## src/rtl/fetch_unit.sv

```systemverilog
// Instruction fetch stage: owns the PC, drives the ROM word address and
// registers the combinational ROM read-back into an IF/ID valid/ready stage.
//
// state  | meaning
// BOOT   | first cycle after reset, no fetch; redirect may still load the PC
// RUN    | normal fetch, one instruction per cycle while decode accepts
// HALTED | terminal until reset; no fetch, redirect ignored, IF/ID drains

module fetch_unit #(
   parameter int          DATA_WIDTH = 32,
   parameter int          BUS_WIDTH  = 10,
   parameter logic [31:0] RESET_PC   = 32'h0000_0000
) (
   input  logic                  clk,
   input  logic                  rst_n,
   input  logic                  halt,
   input  logic                  redirect,
   input  logic [31:0]           redirect_pc,
   output logic [BUS_WIDTH-1:0]  imem_addr,
   input  logic [DATA_WIDTH-1:0] imem_rdata,
   output logic                  out_valid,
   input  logic                  out_ready,
   output logic [DATA_WIDTH-1:0] out_instr,
   output logic [31:0]           out_pc,
   output logic [31:0]           out_pc_plus4,
   output logic                  fault,
   output logic                  halted
);

   typedef enum logic [1:0] {
      BOOT   = 2'd0,
      RUN    = 2'd1,
      HALTED = 2'd2
   } state_t;

   state_t      state;
   state_t      state_next;
   logic [31:0] pc;
   logic [31:0] pc_next;
   logic [31:0] pc_inc;
   logic        fire;
   logic        take_redirect;
   logic        valid_next;
   logic        fault_next;

   // ROM only sees the word index; upper PC bits alias past the ROM end.
   assign imem_addr = pc[BUS_WIDTH+1:2];
   assign pc_inc    = pc + 32'd4;

   always_ff @(posedge clk or negedge rst_n) begin
      if (!rst_n) begin
         state <= BOOT;
      end else begin
         state <= state_next;
      end
   end

   always_comb begin
      state_next    = state;
      fire          = 1'b0;
      take_redirect = 1'b0;
      case (state)
         BOOT: begin
            take_redirect = redirect & ~halt;
            state_next    = halt ? HALTED : RUN;
         end
         RUN: begin
            take_redirect = redirect & ~halt;
            fire          = ~halt & ~redirect & (~out_valid | out_ready);
            state_next    = halt ? HALTED : RUN;
         end
         HALTED: begin
            state_next = HALTED;
         end
         default: begin
            state_next = BOOT;
         end
      endcase
   end

   // Redirect flushes the IF/ID stage even if decode is accepting it this cycle.
   always_comb begin
      pc_next    = pc;
      valid_next = out_valid;
      fault_next = fault;
      if (take_redirect) begin
         pc_next    = {redirect_pc[31:2], 2'b00};
         valid_next = 1'b0;
         fault_next = fault | (redirect_pc[1:0] != 2'b00);
      end else if (fire) begin
         pc_next    = pc_inc;
         valid_next = 1'b1;
      end else if (out_valid && out_ready) begin
         valid_next = 1'b0;
      end
   end

   always_ff @(posedge clk or negedge rst_n) begin
      if (!rst_n) begin
         pc        <= RESET_PC;
         out_valid <= 1'b0;
         fault     <= 1'b0;
         halted    <= 1'b0;
      end else begin
         pc        <= pc_next;
         out_valid <= valid_next;
         fault     <= fault_next;
         halted    <= (state_next == HALTED);
      end
   end

   always_ff @(posedge clk or negedge rst_n) begin
      if (!rst_n) begin
         out_instr    <= '0;
         out_pc       <= 32'd0;
         out_pc_plus4 <= 32'd0;
      end else if (fire) begin
         out_instr    <= imem_rdata;
         out_pc       <= pc;
         out_pc_plus4 <= pc_inc;
      end
   end

endmodule

```

## config.mk

```make
export PLATFORM = sky130hd
export DESIGN_NAME = fetch_unit
export DESIGN_NICKNAME = d
export VERILOG_FILES = /design/src/rtl/fetch_unit.sv
export SDC_FILE = /design/constraint.sdc
export NUM_CORES = 1
export LEC_CHECK = 0
export CORE_MARGIN = 4
export CORE_UTILIZATION = 35
export CTS_CLUSTER_DIAMETER = 40
export DETAILED_ROUTE_END_ITERATION = 10
export DONT_BUFFER_PORTS = 1
export PLACE_DENSITY = 0.59
export SYNTH_ARGS = -nofsm -noshare
export SYNTH_HDL_FRONTEND = slang
export SYNTH_SLANG_ARGS = --single-unit
export TNS_END_PERCENT = 100
```

## constraint.sdc

```tcl
create_clock -name clk -period 5 [get_ports clk]
set_clock_uncertainty 0.05 [all_clocks]
set_input_delay 1 -clock clk [delete_from_list [all_inputs] [get_ports clk]]
set_output_delay 1 -clock clk [all_outputs]
set_load 0.02 [all_outputs]
```

Word level (Yosys, flattened, before mapping):

Index checks and enable logic that the tools add are counted.

* register bits after elaboration: 133
* bits of input ports: 69
* output and inout bits: 109
* word-level logic and storage cells: 35

* $add $sub $neg: 1
* eq/ne operators: 3
* multiplexer cells: 9
* bitwise logic cells: 8
* reduce and logical (&&, ||, !) cells: 6

Operators by type and width (number)
* $mux W32: 2
* $add A32 B3 Y32 const B: 1
* $mux W1: 5
* $eq A2 B2 Y1 const B: 2
* $pmux W2 S2: 1
* $reduce_bool A2 Y1: 2
* $and A1 B1 Y1: 3
* $not A1 Y1: 3
* $reduce_bool A3 Y1: 1
* $eq A2 B1 Y1 const B: 1
* $logic_not A2 Y1: 1
* $mux W2: 1
* $or A1 B1 Y1: 2
* $reduce_or A2 Y1: 1
* $logic_and A1 B1 Y1: 1

Logic depth before layout (Yosys ltp):

Gate-level depths: netlist (run 1).

* depth in word-level cells: 6
* gate-level depth with buffers: 8
* depth with buffers taken out: 6

Worst setup path before layout (run 1):

Ideal clock, no wire load.

* path type: input -> register
* from: input halt
* to: register pc[12]
* library setup time: 126 ps
* data arrival time: 2412 ps
* path slack: 2412 ps
* stages on the path: 7
* path through: or4b_4 > or2_1 > buf_6 > buf_6 > nand2_4 > o21ai_1 > a221o_1

* word-level cells in the longest chain between the ends: 5
* elaborated cells between the ends (all ways): 8
* those cells by class: mux: 3; bitwise: 4; reduce/logical: 1

RTL lines
* start: declaration: line 16 `input logic halt,`
* $not A1 Y1 (*): line 64, 68, 69
* $and A1 B1 Y1 (2 in a row): line 69 `fire = ~halt & ~redirect & (~out_valid | out_ready);`
* $mux W1: line 62 `case (state)`
* $reduce_bool A2 Y1 (no source line)
* end signal: assignment: line 105 `pc <= pc_next;`
* end: declaration: line 38 `logic [31:0] pc;`

Every way passes the cells marked *; elsewhere a longest branch is shown, timed or not.
A chain may end at the register's enable or synchronous reset.

Worst setup path in the final report (run 1):

* from: input out_ready
* to: register pc[13]

* word-level cells in the longest chain between the ends: 4

RTL lines
* start: declaration: line 22 `input logic out_ready,`
* $or A1 B1 Y1: line 69
* $and A1 B1 Y1: line 69
* $mux W1: line 62
* $reduce_bool A2 Y1 (no source line)

No other way between the ends.

==> metrics, run 1 <==
Reg-to-Reg End pc[13]; crit path from out_ready; Yosys Warn Count 0; max_cap viols 0; crit path max fanout 79; Post-CTS Resized 0; last element of the critical path pc[13]; CTS Buffer Depth 2; Power Dens Cells 502 nW/um^2; Avg Cell Area, Syn 9.22 um^2; Via density 5.13; post-CTS setup buffer count 0; fin nets 656; GRT Util Overall 0.163; DPL Wire Length 10.2 mm; DRT Pass-1 Iters 5; CP endpoint kind flop; Final min period 2.70 ns; TNS Setup 0 ns; Core Area 15800 um^2; routability cong. 0.815; Die Width between 100 and 150 um; critical path class in2reg; Final Hold Fails 0; Unique masters post-synth 40; Clock Power Share 0.372; row cnt 46; Num CTS Buffers 17; ant diodes 0; commonest non-fill, non-tap cell in the layout nand2_1; later-pin clock latency in the skew report 0.41 ns; CP Launch Type input port; Critical-path top delay cell or2_4; number of hold buffers added after cts 0; most frequent cells in the layout 227 x nand2_1, 126 x dfrtp_1, 31 x o21ai_0, 19 x o21ai_1, 18 x nor2_1; grt ovf 0; Num Clock Sinks around 130; RSZ-0062 raised after global routing no; Vias 4166; share of cells above drive strength 1 0.0721; switching pwr just over 1 mW; Worst-path clk slew 0.05 ns; DRC errors left 0; RR Startpoint out_valid; reg-to-reg slack, setup between 2 and 2.5 ns; share of total power in sequential cells 0.528; Comb pwr share 0.100; largest net degree at the start of global routing 127; final setup vio count 0; Die Span Y 135 um; Detailed Route WL 14.6 mm; num ports 178; cell area after placement 5680 um^2; Sw Ratio 0.327; cell internal pwr ~2.1 mW; final worst path period share 0.541; leakage 3.03 nW; DRT antenna net count 0; status finished clean; CTS tree yes; port bufs 0; DRT iter0 DRCs 249; area delta synth->final 10.4%; Root Buffer Master clkbuf_16; post-route cell area about 6200 um^2; Hold Crit Class in2async; final core occ 0.394; Post-Syn Area 5650 um^2; Peak VDD IR around 0.22 mV; WL/cell 18.0 um; Crit path required time 5.25 ns; H-Tree Depth 4; Reg2Reg Depth 5; antenna violations before repair 0; Starting Density 0.357; CP cell instances nor2b_1 > or2_4 > buf_4 > nor2_1 > a221o_1; Critical Path Max Stage Delay ~0.70 ns; Final Slew Violations 0; vias in the first global route 4134; Worst-Margin Slew just over 0.8 ns; Rel. slew slack 0.457; Seq/Total Area, Yosys 0.558; first-pass GRT wire length 23.1 mm; Post-Synthesis Cells roughly 610; FMAX 370 MHz; Arr. time, crit path 2.95 ns; FF+latch count, synth around 130; full die area between 15000 and 20000 um^2
[worst max-delay path, delay by kind of cell]
family	cells	cell delay, ns
AO/OA/AOI/OAI	1	0.27
buffers and inverters	1	0.52
AND/OR/NAND/NOR	3	1.09
[cell families (layout without fill, tap and decap cells)]
logic type | after synthesis | count (layout) | share of synthesized area
AOI/OAI and AO/OA | 89 | 89 | 0.0972
DFF | 126 | 126 | 0.558
and+or+nand+nor | 311 | 311 | 0.242
buffers and inverters | 56 | 36 | 0.0540
adders and majority gates | 1 | 1 | 0.00221
muxes | 2 | 2 | 0.00376
xor gates and xnor gates | 27 | 27 | 0.0419
other | 1 | 4 | 0.000664
[worst min-delay path by stage]
stage	from	endpoint	slack, ns	depth (start not counted)
2_1_floorplan	state[0]	halted	0.37	1
3_3_place_gp	state[0]	halted	0.38	1
3_5_place_dp	state[0]	halted	0.39	1
4_1_cts	rst_n	out_instr[3]	0.21	0
5_1_grt	rst_n	out_instr[8]	0.20	0
6_report	rst_n	out_instr[3]	0.23	0
[stage by stage]
| stage | hold slack (ns) | total power [mW] | std cells | worst slack (ns) |
|---|---|---|---|---|
| after floorplan | 0.368 | 1.89 | 616 | 2.41 |
| after global placement | 0.384 | 1.97 | 783 | 1.95 |
| after detailed placement | 0.391 | 1.99 | 783 | 1.87 |
| after CTS | 0.206 | 3.16 | 812 | 2.31 |
| after global routing | 0.199 | 3.29 | 812 | 2.13 |
| final | 0.230 | 3.13 | 812 | 2.30 |
[final cells by class]
cell class	instances	area [um^2]
fillers	1562	9590
flip-flops and latches	126	3150
multi-input cells	434	2210
clock buffers	22	494
well taps	216	270
clock inverters	7	62.6
repair buffers	5	37.5
inverters	2	7.51
[routing by layer]
metal	part of all wire	vias up	global-route usage
li1	-	1960	-
met3	0.099	13	0.0708
met2	0.47	164	0.250
met1	0.42	2029	0.207
met5	0	-	0
met4	0.012	0	0.0566
[power groups by stage]
stage	registers [mW]	clock network, mW	logic, mW
after floorplan	1.51	0	0.381
after global placement	1.66	0	0.302
after detailed placement	1.67	0	0.318
after CTS	1.65	1.19	0.318
after global routing	1.69	1.24	0.360
final	1.65	1.16	0.314
[synthesized netlist by cell type]
library cell,number,share of area
clkbuf_2,1,0.00088
nand3_1,12,0.011
inv_1,2,0.0013
o21ai_0,31,0.027
ha_1,1,0.0022
o21bai_1,1,0.0013
nor3_1,2,0.0018
and3_1,16,0.018
and2_1,4,0.0044
clkbuf_1,18,0.012
o21ai_1,19,0.017
nand4_2,1,0.0022
nor2_1,18,0.012
nor4_1,4,0.0044
mux2_2,1,0.0020
xnor2_1,12,0.019
nor3b_1,6,0.0080
or2_1,1,0.0011
buf_4,15,0.020
nand4_1,13,0.014
a221o_1,9,0.016
o311ai_1,3,0.0047
a22oi_1,11,0.015
a21o_1,4,0.0053
a22o_1,1,0.0016
xor2_1,15,0.023
buf_2,18,0.016
nor2b_1,1,0.0011
or4b_4,1,0.0024
nand2_4,1,0.0020
dfrtp_1,126,0.56
nor2_2,1,0.0011
nor4_4,1,0.0038
nand2_1,227,0.15
buf_6,2,0.0040
mux2i_1,1,0.0018
conb_1,1,0.00066
a21oi_1,9,0.0080
a211o_1,1,0.0016
nor4_2,2,0.0044
[state kept, by name, indices dropped and copies added (netlist names)]
register	count
state	1
out_instr	32
out_pc	30
halted	1
pc	30
out_valid	1
fault	1
out_pc_plus4	30
Power figures use the tool's default switching activity.
==> inputs of run 2 (changes only) <==
--- a/config.mk
+++ b/config.mk
@@ -10,7 +10,7 @@
 export CTS_CLUSTER_DIAMETER = 40
 export DETAILED_ROUTE_END_ITERATION = 10
 export DONT_BUFFER_PORTS = 1
-export PLACE_DENSITY = 0.59
+export PLACE_DENSITY = 0.61
 export SYNTH_ARGS = -nofsm -noshare
 export SYNTH_HDL_FRONTEND = slang
 export SYNTH_SLANG_ARGS = --single-unit
==> constraint.sdc (replaced) <==
create_clock -name clk -period 2.3 [get_ports clk]
set_clock_uncertainty 0.05 [all_clocks]
set_input_delay 0.46 -clock clk [delete_from_list [all_inputs] [get_ports clk]]
set_output_delay 0.46 -clock clk [all_outputs]
set_load 0.02 [all_outputs]
==> run 2 against run 1 <==
The flow now finishes with violations (negative hold slack). Combinational power rose to 3.1 times the previous value. Clock power up 130%. Wire length up 3.4%. Largest power group unchanged. First-iteration DRC count is 4.4% lower. Global-route usage grew 1.0 points. Utilization up 1.3 points. Sequential share of layout area is 1.6 points lower. Via count is 2.0% higher. Register-to-register slack got worse by 2.1 ns. Die area stayed put. Total power grew 130%.
==> metrics, run 2 (same netlist as run 1, synthesis figures left out) <==
port bufs 0 (unchanged); H-Tree Depth 4 (unchanged); TNS Setup 0 ns (unchanged); Via density 5.08 (-0.91%); DRC errors left 0 (unchanged); CP Launch Type flop; Final Total Pwr 7.08 mW (+130%); routability cong. 0.812 (-0.32%); reg-to-reg slack, setup 0.20 ns (-2.13 ns); DRT iter0 DRCs 238 (-4.4%); final setup vio count 0 (unchanged); Num Clock Sinks 126 (unchanged); Peak VDD IR 0.477 mV (+110%); share of cells above drive strength 1 0.106 (+0.0343); fin nets 677 (+3.2%); failing checks negative hold slack; DRT antenna net count 0 (unchanged); later-pin clock latency in the skew report 0.42 ns (about the same); Die Span Y 135 um (unchanged); max reg flops 32 (unchanged); Final Hold Fails 126 (+126); critical path class reg2reg; antenna violations before repair 0 (unchanged); Worst-Margin Slew 0.549 ns (-0.266 ns); most frequent cells in the layout 227 x nand2_1, 126 x dfrtp_1, 31 x o21ai_0, 25 x buf_4, 19 x o21ai_1; Worst-path clk slew 0.06 ns (about the same); Post-CTS Resized 0 (unchanged); CTS Buffer Depth 2 (unchanged); GRT Util Overall 0.173 (+0.0102); CP endpoint kind flop; Crit path required time 2.61 ns (-2.64 ns); Final Slew Violations 0 (unchanged); Num CTS Buffers 17 (unchanged); Core Area 15800 um^2 (unchanged); grt ovf 0 (unchanged); Hold Crit Class in2async; commonest non-fill, non-tap cell in the layout nand2_1; area delta synth->final 14.1%; WL/cell 18.1 um (+0.48%); post-CTS setup buffer count 0 (unchanged); Die Width 135 um (unchanged); CTS tree yes; RSZ-0062 raised after global routing no; max_cap viols 0 (unchanged); crit path max fanout 36 (-54%); first-pass GRT wire length 24.5 mm (+6.4%); Final min period 2.10 ns; Rel. slew slack 0.630 (+0.174); post-route cell area 6440 um^2 (+3.4%); Power Dens Cells 1100 nW/um^2 (+120%); num ports 178 (unchanged); full die area 18200 um^2 (unchanged); leakage 3.15 nW (+3.9%); ant diodes 0 (unchanged); Top reg by flops out_instr; Vias 4250 (+2.0%); row cnt 46 (unchanged); FMAX 476 MHz; Detailed Route WL 15.1 mm (+3.4%); status finished with violations; Root Buffer Master clkbuf_16; cell area after placement 5850 um^2 (+3.0%); largest net degree at the start of global routing 127 (unchanged); vias in the first global route 4383 (+6.0%); Arr. time, crit path 2.41 ns (-0.54 ns); Starting Density 0.357 (unchanged); final worst path period share 0.914; DPL Wire Length 10.7 mm (+5.2%); DRT Pass-1 Iters 4 (-1); hold slack final -0.321 ns (-0.551 ns)
==> run 2: cell types whose count changed in the layout (fill, tap and decap cells not counted) <==
cell / delta
bufinv_16: +1
clkinv_4: +1
clkinv_2: -1
clkinvlp_4: +2
buf_4: +20
buf_12: +1
clkbuf_1: +1
clkbuf_8: -1
==> run 2: area by class of cell <==
type                       count  area, um^2
sequential                   126        3150
timing repair buffer          26         208
tap                          216         270
inverter                       2        7.51
clock inverter                10         111
clock buffer                  22         484
multi-input combinational    434        2210
fill                        1575        9380
==> run 2: per-layer routing <==
layer	routed length, um	track usage	vias to the layer above
li1	-	-	2016
met1	6310	0.222	2060
met2	7120	0.262	155
met3	1320	0.0648	19
met4	374	0.0789	0
met5	0	0	-
==> run 2: per-stage QoR <==
| stage | utilization | worst slack (ns) | std cells |
|---|---|---|---|
| final | 0.407 | 0.197 | 836 |
| after global routing | 0.407 | 0.0667 | 836 |
| after CTS | 0.407 | 0.190 | 836 |
| after floorplan | - | 0.230 | 616 |
| after global placement | 0.370 | 0.128 | 804 |
| after detailed placement | 0.370 | 0.123 | 804 |
==> run 2: critical path: stages (launching register included) <==
cell and delay [ns]:
dfrtp_1 0.38, or4b_4 0.54, or2_4 0.39, buf_4 0.29, nor3b_1 0.23, a221o_1 0.14
==> run 2: power by group <==
part / leakage, nW / switching [mW] / internal [mW]
combinational: 1.17 / 0.555 / 0.422
clock: 0.288 / 0.995 / 1.70
sequential: 1.69 / 0.763 / 2.64
total: 3.15 / 2.31 / 4.76
==> run 2: final timing paths <==
path                            depth (start not counted)     start            to
min in group clk                                        1      halt      state[0]
worst min-delay path                                    0     rst_n  out_instr[2]
worst min register to register                          1  state[0]        halted
worst max-delay path                                    5    halted         pc[7]
worst max register to register                          5    halted         pc[7]
max in group asynchronous                               0     rst_n         pc[9]
==> inputs of run 3 (changes only) <==
--- a/config.mk
+++ b/config.mk
@@ -5,12 +5,14 @@
 export SDC_FILE = /design/constraint.sdc
 export NUM_CORES = 1
 export LEC_CHECK = 0
+export CAP_MARGIN = 20
 export CORE_MARGIN = 4
 export CORE_UTILIZATION = 35
 export CTS_CLUSTER_DIAMETER = 40
 export DETAILED_ROUTE_END_ITERATION = 10
 export DONT_BUFFER_PORTS = 1
 export PLACE_DENSITY = 0.61
+export SLEW_MARGIN = 20
 export SYNTH_ARGS = -nofsm -noshare
 export SYNTH_HDL_FRONTEND = slang
 export SYNTH_SLANG_ARGS = --single-unit
==> results of run 3 <==
The final DEF is identical to that of run 2; final timing and power are the same.
